### src/rtl/calc_pkg.sv
// Shared key codes, sequencer states and calc_word field layout for the
// BCD calculator key-entry path.
package calc_pkg;

  localparam int CALC_NDIG = 6;

  localparam logic [3:0] KEY_DIV = 4'hA;
  localparam logic [3:0] KEY_MUL = 4'hB;
  localparam logic [3:0] KEY_SUB = 4'hC;
  localparam logic [3:0] KEY_ADD = 4'hD;
  localparam logic [3:0] KEY_EQ  = 4'hE;
  localparam logic [3:0] KEY_CLR = 4'hF;
  localparam logic [3:0] BLANK   = 4'hF;
  localparam logic [3:0] OP_IDLE = 4'h0;

  // calc_word field offsets
  localparam int CW_W     = 55;
  localparam int CW_OVF   = 54;
  localparam int CW_INF   = 53;
  localparam int CW_FLAG  = 52;
  localparam int CW_OP_LSB = 48;
  localparam int CW_A_LSB = 24;
  localparam int CW_B_LSB = 0;

  typedef enum logic [2:0] {
    ST_ENTER_A,
    ST_ENTER_OP,
    ST_ENTER_B,
    ST_EVAL,
    ST_RESULT,
    ST_ERROR
  } state_e;

  function automatic logic is_digit(input logic [3:0] k);
    return k <= 4'd9;
  endfunction

  function automatic logic is_oper(input logic [3:0] k);
    return (k >= KEY_DIV) && (k <= KEY_ADD);
  endfunction

endpackage

### src/rtl/calc_seq_if.sv
// Keypad, calculator and display signals of the key-entry sequencer.
// master = sequencer side, slave = keypad/calculator/display side.
interface calc_seq_if;
  import calc_pkg::*;

  logic                      key_valid;
  logic [3:0]                key_code;
  logic [CW_W-1:0]           calc_word;
  logic [4*CALC_NDIG-1:0]    calc_result;
  logic                      calc_flag;
  logic                      calc_inf;
  logic                      calc_ovf;
  logic [4*CALC_NDIG-1:0]    disp;
  logic                      busy;
  logic                      err;
  logic                      err_kind;

  modport master (
    input  key_valid, key_code, calc_result, calc_flag, calc_inf, calc_ovf,
    output calc_word, disp, busy, err, err_kind
  );

  modport slave (
    output key_valid, key_code, calc_result, calc_flag, calc_inf, calc_ovf,
    input  calc_word, disp, busy, err, err_kind
  );

endinterface

### src/rtl/calc_digit_reg.sv
// BCD entry shift register: clear, shift-in at the low digit, parallel load.
// Latency: one clock from control to q. No backpressure; full register drops digits.
module calc_digit_reg
  import calc_pkg::*;
#(
  parameter int NDIG = CALC_NDIG
) (
  input  logic              clk,
  input  logic              rst_n,
  input  logic              clr,
  input  logic              shift,
  input  logic [3:0]        din,
  input  logic              load,
  input  logic [4*NDIG-1:0] load_dat,
  output logic [4*NDIG-1:0] q
);

  logic [4*NDIG-1:0] q_q;
  logic [4*NDIG-1:0] q_d;
  logic [4*NDIG-1:0] base;

  // Clear applies first so clear+shift yields a fresh one-digit entry.
  always_comb begin
    base = clr ? {NDIG{BLANK}} : q_q;
    q_d  = base;
    if (load) begin
      q_d = load_dat;
    end else if (shift && (base[4*NDIG-1 -: 4] == BLANK)) begin
      q_d = {base[4*NDIG-5:0], din};
    end
  end

  always_ff @(posedge clk) begin
    if (!rst_n) begin
      q_q <= {NDIG{BLANK}};
    end else begin
      q_q <= q_d;
    end
  end

  assign q = q_q;

endmodule

### src/rtl/calc_seq.sv
// Key-entry sequencer: builds A/op/B for the BCD calculator, captures its result.
// Latency: keys act at the accepting edge; EVAL is one cycle. Keys are dropped while busy.
module calc_seq
  import calc_pkg::*;
#(
  parameter int NDIG = CALC_NDIG
) (
  input  logic      clk,
  input  logic      rst_n,
  calc_seq_if.master bus
);

  state_e      state_q, state_d;
  logic [3:0]  op_q, op_d;
  logic        err_kind_q, err_kind_d;

  logic [4*NDIG-1:0] a_q, b_q;
  logic a_clr, a_shift, a_load;
  logic b_clr, b_shift;
  logic k_dig, k_op, k_eq, k_clr;

  calc_digit_reg #(.NDIG(NDIG)) u_a (
    .clk      (clk),
    .rst_n    (rst_n),
    .clr      (a_clr),
    .shift    (a_shift),
    .din      (bus.key_code),
    .load     (a_load),
    .load_dat (bus.calc_result),
    .q        (a_q)
  );

  calc_digit_reg #(.NDIG(NDIG)) u_b (
    .clk      (clk),
    .rst_n    (rst_n),
    .clr      (b_clr),
    .shift    (b_shift),
    .din      (bus.key_code),
    .load     (1'b0),
    .load_dat ({NDIG{BLANK}}),
    .q        (b_q)
  );

  always_comb begin
    k_dig = bus.key_valid && is_digit(bus.key_code);
    k_op  = bus.key_valid && is_oper(bus.key_code);
    k_eq  = bus.key_valid && (bus.key_code == KEY_EQ);
    k_clr = bus.key_valid && (bus.key_code == KEY_CLR);
  end

  always_comb begin
    state_d    = state_q;
    op_d       = op_q;
    err_kind_d = err_kind_q;
    a_clr      = 1'b0;
    a_shift    = 1'b0;
    a_load     = 1'b0;
    b_clr      = 1'b0;
    b_shift    = 1'b0;

    if (state_q == ST_EVAL) begin
      // Keys arriving here are dropped, clear included.
      if (bus.calc_inf) begin
        err_kind_d = 1'b1;
        state_d    = ST_ERROR;
      end else if (bus.calc_ovf) begin
        err_kind_d = 1'b0;
        state_d    = ST_ERROR;
      end else begin
        a_load  = 1'b1;
        state_d = ST_RESULT;
      end
    end else if (k_clr) begin
      a_clr      = 1'b1;
      b_clr      = 1'b1;
      op_d       = OP_IDLE;
      err_kind_d = 1'b0;
      state_d    = ST_ENTER_A;
    end else begin
      unique case (state_q)
        ST_ENTER_A: begin
          if (k_dig) begin
            a_shift = 1'b1;
          end else if (k_op) begin
            op_d    = bus.key_code;
            state_d = ST_ENTER_OP;
          end
        end
        ST_ENTER_OP: begin
          if (k_op) begin
            op_d = bus.key_code;
          end else if (k_dig) begin
            b_clr   = 1'b1;
            b_shift = 1'b1;
            state_d = ST_ENTER_B;
          end
        end
        ST_ENTER_B: begin
          if (k_dig) begin
            b_shift = 1'b1;
          end else if (k_op) begin
            op_d = bus.key_code;
          end else if (k_eq) begin
            state_d = ST_EVAL;
          end
        end
        ST_RESULT: begin
          if (k_op) begin
            op_d    = bus.key_code;
            state_d = ST_ENTER_OP;
          end else if (k_dig) begin
            a_clr   = 1'b1;
            a_shift = 1'b1;
            state_d = ST_ENTER_A;
          end else if (k_eq) begin
            state_d = ST_EVAL;
          end
        end
        default: begin
          state_d = state_q;
        end
      endcase
    end
  end

  always_ff @(posedge clk) begin
    if (!rst_n) begin
      state_q    <= ST_ENTER_A;
      op_q       <= OP_IDLE;
      err_kind_q <= 1'b0;
    end else begin
      state_q    <= state_d;
      op_q       <= op_d;
      err_kind_q <= err_kind_d;
    end
  end

  always_comb begin
    bus.calc_word                    = '0;
    bus.calc_word[CW_OP_LSB +: 4]    = op_q;
    bus.calc_word[CW_A_LSB +: 4*NDIG] = a_q;
    bus.calc_word[CW_B_LSB +: 4*NDIG] = b_q;

    unique case (state_q)
      ST_ENTER_B: bus.disp = b_q;
      ST_ERROR:   bus.disp = {NDIG{BLANK}};
      default:    bus.disp = a_q;
    endcase

    bus.busy     = (state_q == ST_EVAL);
    bus.err      = (state_q == ST_ERROR);
    bus.err_kind = err_kind_q;
  end

endmodule

### src/flat_wrapper.sv
// flat-port wrapper written by rule: the top's interface ports become plain ports
module calc_seq_flat import calc_pkg::*;
#(
  parameter int NDIG = CALC_NDIG
)
  (clk, rst_n, bus_key_valid, bus_key_code, bus_calc_result, bus_calc_flag, bus_calc_inf, bus_calc_ovf, bus_calc_word, bus_disp, bus_busy, bus_err, bus_err_kind);
  calc_seq_if bus_i ();
  input  logic clk;
  input  logic rst_n;
  input wire logic [$bits(bus_i.key_valid)-1:0] bus_key_valid;
  input wire logic [$bits(bus_i.key_code)-1:0] bus_key_code;
  input wire logic [$bits(bus_i.calc_result)-1:0] bus_calc_result;
  input wire logic [$bits(bus_i.calc_flag)-1:0] bus_calc_flag;
  input wire logic [$bits(bus_i.calc_inf)-1:0] bus_calc_inf;
  input wire logic [$bits(bus_i.calc_ovf)-1:0] bus_calc_ovf;
  output wire logic [$bits(bus_i.calc_word)-1:0] bus_calc_word;
  output wire logic [$bits(bus_i.disp)-1:0] bus_disp;
  output wire logic [$bits(bus_i.busy)-1:0] bus_busy;
  output wire logic [$bits(bus_i.err)-1:0] bus_err;
  output wire logic [$bits(bus_i.err_kind)-1:0] bus_err_kind;
  assign bus_i.key_valid = bus_key_valid;
  assign bus_i.key_code = bus_key_code;
  assign bus_i.calc_result = bus_calc_result;
  assign bus_i.calc_flag = bus_calc_flag;
  assign bus_i.calc_inf = bus_calc_inf;
  assign bus_i.calc_ovf = bus_calc_ovf;
  assign bus_calc_word = bus_i.calc_word;
  assign bus_disp = bus_i.disp;
  assign bus_busy = bus_i.busy;
  assign bus_err = bus_i.err;
  assign bus_err_kind = bus_i.err_kind;
  calc_seq #(.NDIG(NDIG)) u_core (.clk(clk), .rst_n(rst_n), .bus(bus_i));
endmodule
### config.mk
export PLATFORM = sky130hd
export DESIGN_NAME = calc_seq_flat
export DESIGN_NICKNAME = d
export VERILOG_FILES = /design/src/rtl/calc_pkg.sv /design/src/rtl/calc_seq_if.sv /design/src/rtl/calc_digit_reg.sv /design/src/rtl/calc_seq.sv /design/src/flat_wrapper.sv
export SDC_FILE = /design/constraint.sdc
export NUM_CORES = 1
export LEC_CHECK = 0
export ABC_AREA = 1
export CORE_ASPECT_RATIO = 0.6
export CORE_UTILIZATION = 47
export CTS_BUF_LIST = sky130_fd_sc_hd__clkbuf_16
export CTS_CLUSTER_SIZE = 8
export DETAILED_ROUTE_END_ITERATION = 8
export PLACE_DENSITY = 0.94
export SLEW_MARGIN = 5
export SYNTH_ARGS = -nofsm -noshare
export SYNTH_HDL_FRONTEND = slang
export SYNTH_SLANG_ARGS = --single-unit
### constraint.sdc
create_clock -name clk -period 3.8 [get_ports clk]
set_input_delay 0.76 -clock clk [delete_from_list [all_inputs] [get_ports clk]]
set_output_delay 0.76 -clock clk [all_outputs]
set_load 0.01 [all_outputs]
* Word level (Yosys, flattened, before mapping)
Cells that the tools add are included.
** Word-level totals
- Bits in registers :: 56
- Input port bits :: 34
- Output and inout bits :: 82
- Logic and storage cells :: 87
** Operators by class
- Magnitude comparators :: 3
- Eq/ne operators :: 17
- Multiplexer cells :: 45
- Bitwise logic cells :: 1
- Reductions and logical operators :: 16
** Operators with widths (count)
- 24-bit two-way mux :: 5
- 24-bit one-hot mux with 2 select lines :: 1
- 3-bit two-way mux :: 12
- 1-bit two-way mux :: 20
- 4-bit == test, second input constant :: 4
- 4-bit inequality test, second input constant :: 4
- 4-bit two-way mux :: 3
- 3-bit one-hot mux with 4 select lines :: 1
- 4-bit <= comparator, second input constant :: 2
- 4-bit by 2-bit inequality test with 1-bit output, second input constant :: 2
- 4-bit one-hot mux with 2 select lines :: 1
- 1-bit logical AND :: 7
- 7-bit AND reduction :: 1
- 3-bit by 2-bit == test with 1-bit output, second input constant :: 2
- 3-bit == test, second input constant :: 2
- 3-bit inequality test, second input constant :: 2
- 6-bit nonzero test :: 1
- 4-bit greater-or-equal comparator, second input constant :: 1
- 1-bit one-hot mux with 2 select lines :: 2
- 2-bit OR reduction :: 2
- 3-bit by 1-bit == test with 1-bit output, second input constant :: 1
- 3-bit logical NOT :: 1
- 3-bit AND reduction :: 1
- 3-bit nonzero test :: 1
- other kinds (3) :: 3

* Longest topological paths before layout
Gate-level depths: netlist of run 1.
- Word-level depth :: 12
- Gate-level depth with buffers :: 13

* Modules after synthesis
From an unflattened synthesis of run 1, not the netlist that was laid out.
** Second synthesis, totals
- Cells, all modules :: 587
- Area total of the unflattened synthesis :: 3728.6 um2
** Modules (own cells, without submodules)
- calc_digit_reg :: times used 2, cells an instance 196, area each 1377.6 um2
- calc_seq :: times used 1, cells an instance 195, area each 973.4 um2

* Worst setup path after synthesis of run 1
No wires, ideal clock.
- Path kind :: register -> output
- Start :: register u_core.state_q[0]
- End :: output bus_disp[10]
- Arrival :: 1514 ps
- Required time :: 3040 ps
- Slack :: 1526 ps
- Cell stages (with the launch flop) :: 8
- Cells stage by stage :: dfxtp_1 > nand2_1 > nor2_1 > nor2_1 > inv_2 > buf_2 > nor2_1 > a21oi_1
** Between the ends
- Word-level cells in the longest chain between the ends :: 2
** Ends and longest elaborated chain
- start: declaration :: RTL line calc_seq.sv:13 : state_e state_q, state_d;
- start signal: assignment :: RTL line calc_seq.sv:132 : state_q <= state_d;
- 3-bit == test
- net bus_err :: RTL line flat_wrapper.sv:19 : output wire logic [$bits(bus_i.err)-1:0] bus_err;
- 24-bit one-hot mux with 2 select lines :: RTL line calc_seq.sv:144 : unique case (state_q)
- end: declaration :: RTL line flat_wrapper.sv:17 : output wire logic [$bits(bus_i.disp)-1:0] bus_disp;
The timed path passes the listed nets, and every way through them passes these cells.

* Final worst setup path of run 1
- Start :: register u_core.state_q[0]
- End :: output bus_disp[9]
** Between the ends
- Word-level cells in the longest chain between the ends :: 2
** Ends and longest elaborated chain (RTL line)
- 3-bit == test or 3-bit by 2-bit == test with 1-bit output (tied branches) :: calc_seq.sv:144
- 24-bit one-hot mux with 2 select lines * :: calc_seq.sv:144
Every way passes the cells marked *; elsewhere a longest branch is shown, timed or not.

==> results.py, run 1 <==
metrics = {
    "logic_synthesis": {
        "synth.distinct_cells": 28,
        "synth_top_cell_by_area": "dfxtp_1",
        "yosysWarnings": 0,
        "syn_inst": 545,
        "synth_top_area_share_pct": 33.8,
        "ys_seq_elements": 56,
        "syn-cell-area_um2": 3320,
        "ys_seq_area_share_pct": 33.8,
        "syn_avg_cell_area_um2": 6.09,
        "ys_top_cells_by_area": "dfxtp_1 34%, nand2_1 19%, nand3_1 16%",
    },
    "worst_setup_path": {
        "r2r_end": "u_core.u_a.q[1]",
        "ff2ff_setup_slack_ns": 1.71,
        "worstPathArrival_ns": 2.46,
        "cp-end-kind": "primary output",
        "worstSetupPathType": "flip-flop to primary output",
        "reg2reg_from": "u_core.u_a.q[21]",
        "cp-endpoint": "bus_disp[9]",
        "required_ns": 3.04,
        "cp_max_fo": 19,
        "cp-startpoint": "u_core.state_q[0]",
        "critPathLaunchType": "flip-flop",
        "r2r_cells": 6,
    },
    "final_layout": {
        "syn_to_final_growth_pct": 37.2,
        "final_nets": 672,
        "drive_gt1_share_pct": 5.63,
        "final_util_pct": 67.4,
        "antennaDiodeCount": 0,
        "n_fill_cell": 581,
    },
    "drt": {
        "route.detailed.drc": 0,
        "via_per_inst": 5.42,
        "vias": 3935,
        "wl_per_cell_um": 14.7,
        "ant_nets": 0,
        "routed_wirelength_mm": 10.7,
        "first_iter_violations": 318,
        "drtPass1Iterations": 5,
    },
    "sta": {
        "rsz0062_at_grt": "false",
        "setup_slack_ns": 0.585,
        "skew_ns": 0.00409,
        "max_slew.worst_pin.slew_ns": 0.943,
        "period_share_pct": 84.6,
        "finalHoldViolCount": 0,
        "drv_slew": 0,
        "setup_tns_ns": 0,
        "relSlewSlack_pct": 37.1,
        "fmax_ghz": 0.311,
        "period_needed_ns": 3.22,
        "finalSetupViolCount": 0,
    },
    "pwr": {
        "p_per_area_nw_per_um2": 456,
        "p_leak_nw": 2.31,
        "ir_worst_vdd_mv": 0.295,
    },
    "clock_tree": {
        "cts_hold_buf": 0,
        "cts_buffers": 5,
        "cts_sinks": 56,
        "cts.path.max_buffers": 2,
        "h-tree-depth": 2,
        "path_clk_slew_ns": 0.07,
        "clock-root-buffer": "clkbuf_16",
        "cts_setup_buffers": 0,
        "ctsResizeCount": 0,
        "cts_tree": "built",
        "clock_latency_ns": 0.30,
    },
    "placement": {
        "gp_congestion": 0.951,
        "dp_hpwl_mm": 8.09,
        "dp_slack_ns": 0.521,
        "placement.io_buffers": 111,
    },
    "global_routing": {
        "grt_pass1_vias": 3393,
        "grt_pass1_wl_mm": 16.4,
        "grt_max_degree": 36,
        "track_usage_pct": 28.2,
        "overflow": 0,
        "antenna_found_initial": 0,
    },
    "run": {
        "cap_violations": 0,
    },
    "floorplanning": {
        "fp.dieW_um": 110,
        "io_pins": 116,
        "rows": 23,
        "dieArea_um2": 7410,
        "die_height_um": 67.1,
        "start_util_pct": 49.1,
        "core_um2": 6760,
    },
    "hold_path": {
        "worstHoldPathType": "flip-flop to flip-flop",
    },
    "outcome": {
        "status": "finished, final reports clean",
    },
}
[flip-flops by register name, summed over array words and instances (netlist names)]
name,cells
u_core.bus.err_kind,1
u_core.op_q,4
u_core.state_q,3
u_core.u_a.q,24
u_core.u_b.q,24
[per-stage QoR]
stage                     hold WS, ns  cell area [um2]  total power [mW]  cells
after floorplan                 0.485             3330              1.28    547
after CTS                       0.473             4560              2.06    726
after global placement          0.456             4420              1.60    718
final                           0.471             4560              2.08    726
after global routing            0.492             4560              2.19    726
after detailed placement        0.463             4420              1.62    718
[metal layers]
layer / vias up / GRT usage (%) / wire length, um
met4: 0 / 7.83 / 165
li1: 1897 / - / -
met3: 19 / 7.37 / 1210
met5: - / 0 / 0
met1: 1787 / 38.3 / 4650
met2: 232 / 44.1 / 4660
[layout make-up]
cell class	count	area [um2]	share of cell area, %
clock buffers	5	125	2.75
flip-flops and latches	56	1120	24.6
clock inverters	3	11.3	0.247
well taps	87	109	2.39
inverters	73	274	6.01
multi-input cells	384	1750	38.5
repair buffers	118	1160	25.5
[placed cells by master (no fill, tap or decap), types with 7 or more instances in the layout]
| master | synthesis | layout |
|---|---|---|
| nor2_1 | 42 | 42 |
| nand3_1 | 108 | 108 |
| nand2_1 | 166 | 166 |
| clkdlybuf4s50_1 | 0 | 111 |
| dfxtp_1 | 56 | 56 |
| inv_1 | 63 | 65 |
| buf_4 | 5 | 7 |
| o21ai_0 | 9 | 9 |
| a21oi_1 | 31 | 31 |
| inv_2 | 10 | 10 |
[kinds of logic (layout without fill, tap and decap cells)]
family                 Yosys count  in the layout  synth area share, %
AND/OR/NAND/NOR                331            331                 43.1
buffers and inverters          107            199                 13.8
other                            1              3                0.113
AO/OA/AOI/OAI                   50             50                 9.16
flip-flops                      56             56                 33.8
[where the power goes]
group / internal (mW) / total (mW) / switching [mW] / leakage (nW)
clock: 0.238 / 0.448 / 0.210 / 0.0738
sequential: 0.662 / 0.722 / 0.0603 / 0.456
combinational: 0.368 / 0.907 / 0.539 / 1.78
[synth_stat cells]
| cell | count |
|---|---|
| a21oi_1 | 31 |
| a21oi_4 | 1 |
| a22oi_1 | 3 |
| buf_1 | 2 |
| buf_2 | 13 |
| buf_4 | 5 |
| buf_6 | 3 |
| clkbuf_1 | 11 |
| conb_1 | 1 |
| dfxtp_1 | 56 |
| inv_1 | 63 |
| inv_2 | 10 |
| nand2_1 | 166 |
| nand2_2 | 4 |
| nand2_4 | 2 |
| nand3_1 | 108 |
| nand3_2 | 1 |
| nand4_1 | 3 |
| nor2_1 | 42 |
| nor2_2 | 2 |
| nor2_4 | 1 |
| nor3_1 | 2 |
| o21ai_0 | 9 |
| o21ai_1 | 1 |
| o22a_1 | 2 |
| o311ai_0 | 1 |
| o31ai_2 | 1 |
| o31ai_4 | 1 |
[worst min path at each step]
| stage | slack, ns | to | cells past startpoint | from |
|---|---|---|---|---|
| 2_1_floorplan | 0.49 | u_core.state_q[1] | 2 | u_core.state_q[1] |
| 3_3_place_gp | 0.46 | u_core.op_q[0] | 2 | u_core.op_q[0] |
| 3_5_place_dp | 0.46 | u_core.op_q[0] | 2 | u_core.op_q[0] |
| 4_1_cts | 0.47 | u_core.op_q[0] | 2 | u_core.op_q[0] |
| 5_1_grt | 0.49 | u_core.op_q[0] | 2 | u_core.op_q[0] |
| 6_report | 0.47 | u_core.op_q[0] | 2 | u_core.op_q[0] |
[worst max-delay path, cell delays in order, from the launching register on]
cell and delay (ns):
dfxtp_1 0.36, nor2_1 0.11, nand2_1 0.05, buf_4 0.18, inv_2 0.24, nor2_1 0.16
inv_2 0.24, nor2_1 0.07, a21oi_1 0.18, clkdlybuf4s50_1 0.56
Note: power is estimated with default switching activity, not from simulation.
==> run 2, diff against run 1 <==
CORE_UTILIZATION = 41   (was 47)
PLACE_DENSITY = 0.88   (was 0.94)
clock period = 2.8 ns   (was 3.8 ns; I/O delays follow)
==> run 2 against run 1 <==
Against the previous run: clock power rose by 57%; global-route usage is 2.5 points lower; sequential share of layout area is 0.82 points lower; combinational power grew 39%; design area is 3.4% higher; core utilization shrank 4.8 points; die area grew 14%; worst setup slack got worse by 0.48 ns; critical path depth is 1 lower; clock skew up 0.0087 ns; hold slack got worse by 0.0072 ns; critical path type unchanged; critical endpoint is now bus_disp[18]; largest power group unchanged.
==> results.py, run 2 (synthesis results as in run 1) <==
metrics = {
    "worst_setup_path": {
        "critPathLaunchType": "flip-flop",
        "cp_max_fo": 15,
        "r2r_end": "u_core.u_a.q[18]",
        "cp-startpoint": "u_core.state_q[0]",
        "worstPathArrival_ns": 2.13,
        "cp-end-kind": "primary output",
        "ff2ff_setup_slack_ns": 0.94,
        "cp-endpoint": "bus_disp[18]",
        "worstSetupPathType": "flip-flop to primary output",
        "required_ns": 2.24,
        "r2r_cells": 11,
        "reg2reg_from": "u_core.state_q[1]",
    },
    "clock_tree": {
        "clock-root-buffer": "clkbuf_16",
        "cts_buffers": 5,
        "clock_latency_ns": 0.29,
        "cts.path.max_buffers": 2,
        "cts_setup_buffers": 0,
        "cts_tree": "built",
        "ctsResizeCount": 0,
        "cts_sinks": 56,
        "cts_hold_buf": 0,
        "path_clk_slew_ns": 0.08,
        "h-tree-depth": 2,
    },
    "hold_path": {
        "worstHoldPathType": "flip-flop to flip-flop",
        "hold_path.startpoint": "u_core.op_q[0]",
    },
    "final_layout": {
        "drive_gt1_share_pct": 7.54,
        "final_util_pct": 62.5,
        "antennaDiodeCount": 0,
        "final_nets": 683,
        "final_common_cell": "nand2_1",
        "syn_to_final_growth_pct": 42.0,
        "layout_common_cells": "166 x nand2_1, 111 x clkdlybuf4s50_1, 108 x nand3_1",
    },
    "pwr": {
        "p_leak_nw": 2.38,
        "ir_worst_vdd_mv": 0.273,
        "p_per_area_nw_per_um2": 627,
        "total_power_mw": 2.95,
    },
    "sta": {
        "setup_tns_ns": 0,
        "period_share_pct": 96.2,
        "fmax_ghz": 0.371,
        "finalSetupViolCount": 0,
        "drv_slew": 0,
        "skew_ns": 0.0128,
        "finalHoldViolCount": 0,
        "period_needed_ns": 2.69,
        "rsz0062_at_grt": "false",
    },
    "global_routing": {
        "antenna_found_initial": 0,
        "track_usage_pct": 25.6,
        "grt_max_degree": 34,
        "grt_pass1_vias": 3437,
        "overflow": 0,
        "grt_pass1_wl_mm": 17.1,
    },
    "floorplanning": {
        "fp.dieW_um": 118,
        "die_height_um": 71.7,
        "rows": 24,
        "dieArea_um2": 8470,
        "start_util_pct": 44.0,
        "io_pins": 116,
        "core_um2": 7540,
    },
    "outcome": {
        "status": "finished, final reports clean",
    },
    "drt": {
        "routed_wirelength_mm": 10.8,
        "via_per_inst": 5.24,
        "vias": 3949,
        "ant_nets": 0,
        "wl_per_cell_um": 14.3,
        "first_iter_violations": 418,
        "route.detailed.drc": 0,
        "drtPass1Iterations": 5,
    },
    "placement": {
        "gp_congestion": 0.939,
        "placement.io_buffers": 111,
        "dp_hpwl_mm": 8.40,
    },
    "run": {
        "cap_violations": 0,
    },
}
run 2: changes by cell type in the layout (fill, tap and decap cells not counted):
cell       previous run  this run
bufinv_16             0         1
buf_12                0         2
clkinv_2              0         1
clkinv_1              1         0
buf_4                 7        16
inv_1                65        64
run 2: metrics by stage:
step	hold WS, ns	setup WS, ns	instances	instance area (um2)
floorplan	0.485	0.726	547	3330
global placement	0.457	0.199	746	4550
detailed placement	0.458	0.150	746	4550
CTS	0.469	0.146	754	4710
global route	0.491	0.00829	754	4710
finish	0.464	0.107	754	4710
run 2: worst min-delay path by stage:
stage | endpoint | slack [ns] | depth (start not counted)
after floorplan | u_core.state_q[1] | 0.49 | 2
after global placement | u_core.op_q[0] | 0.46 | 2
after detailed placement | u_core.op_q[0] | 0.46 | 2
after CTS | u_core.op_q[0] | 0.47 | 2
after global routing | u_core.op_q[0] | 0.49 | 2
final | u_core.op_q[0] | 0.46 | 2
run 2: final cells by class:
| type | instances | area [um2] |
|---|---|---|
| Multi-Input combinational cell | 384 | 1750 |
| Tap cell | 104 | 130 |
| Clock buffer | 5 | 125 |
| Sequential cell | 56 | 1120 |
| Timing Repair Buffer | 129 | 1270 |
| Inverter | 73 | 274 |
| Clock inverter | 3 | 38.8 |
| Fill cell | 713 | 2830 |
run 2: power breakdown:
group / internal [mW] / switching, mW / total, mW
clock network: 0.418 / 0.286 / 0.704
registers: 0.898 / 0.0860 / 0.984
logic: 0.535 / 0.730 / 1.26
total: 1.85 / 1.10 / 2.95
run 2: per-layer routing:
| layer | track usage [%] | vias to the layer above | part of all wire, % | routed length [um] |
|---|---|---|---|---|
| met5 | 0 | - | 0 | 0 |
| met4 | 3.99 | 0 | 0.48 | 52 |
| met3 | 4.54 | 7 | 9.5 | 1020 |
| met2 | 40.2 | 189 | 44 | 4730 |
| met1 | 37.3 | 1828 | 46 | 4990 |
| li1 | - | 1925 | - | - |
run 2: worst max-delay path, cell delays in order (launching register included):
cell,delay [ns]
dfxtp_1,0.43
nor2_1,0.07
nand2_1,0.09
inv_2,0.04
nor2_1,0.28
inv_2,0.20
nor2_1,0.16
a21oi_1,0.07
clkdlybuf4s50_1,0.48
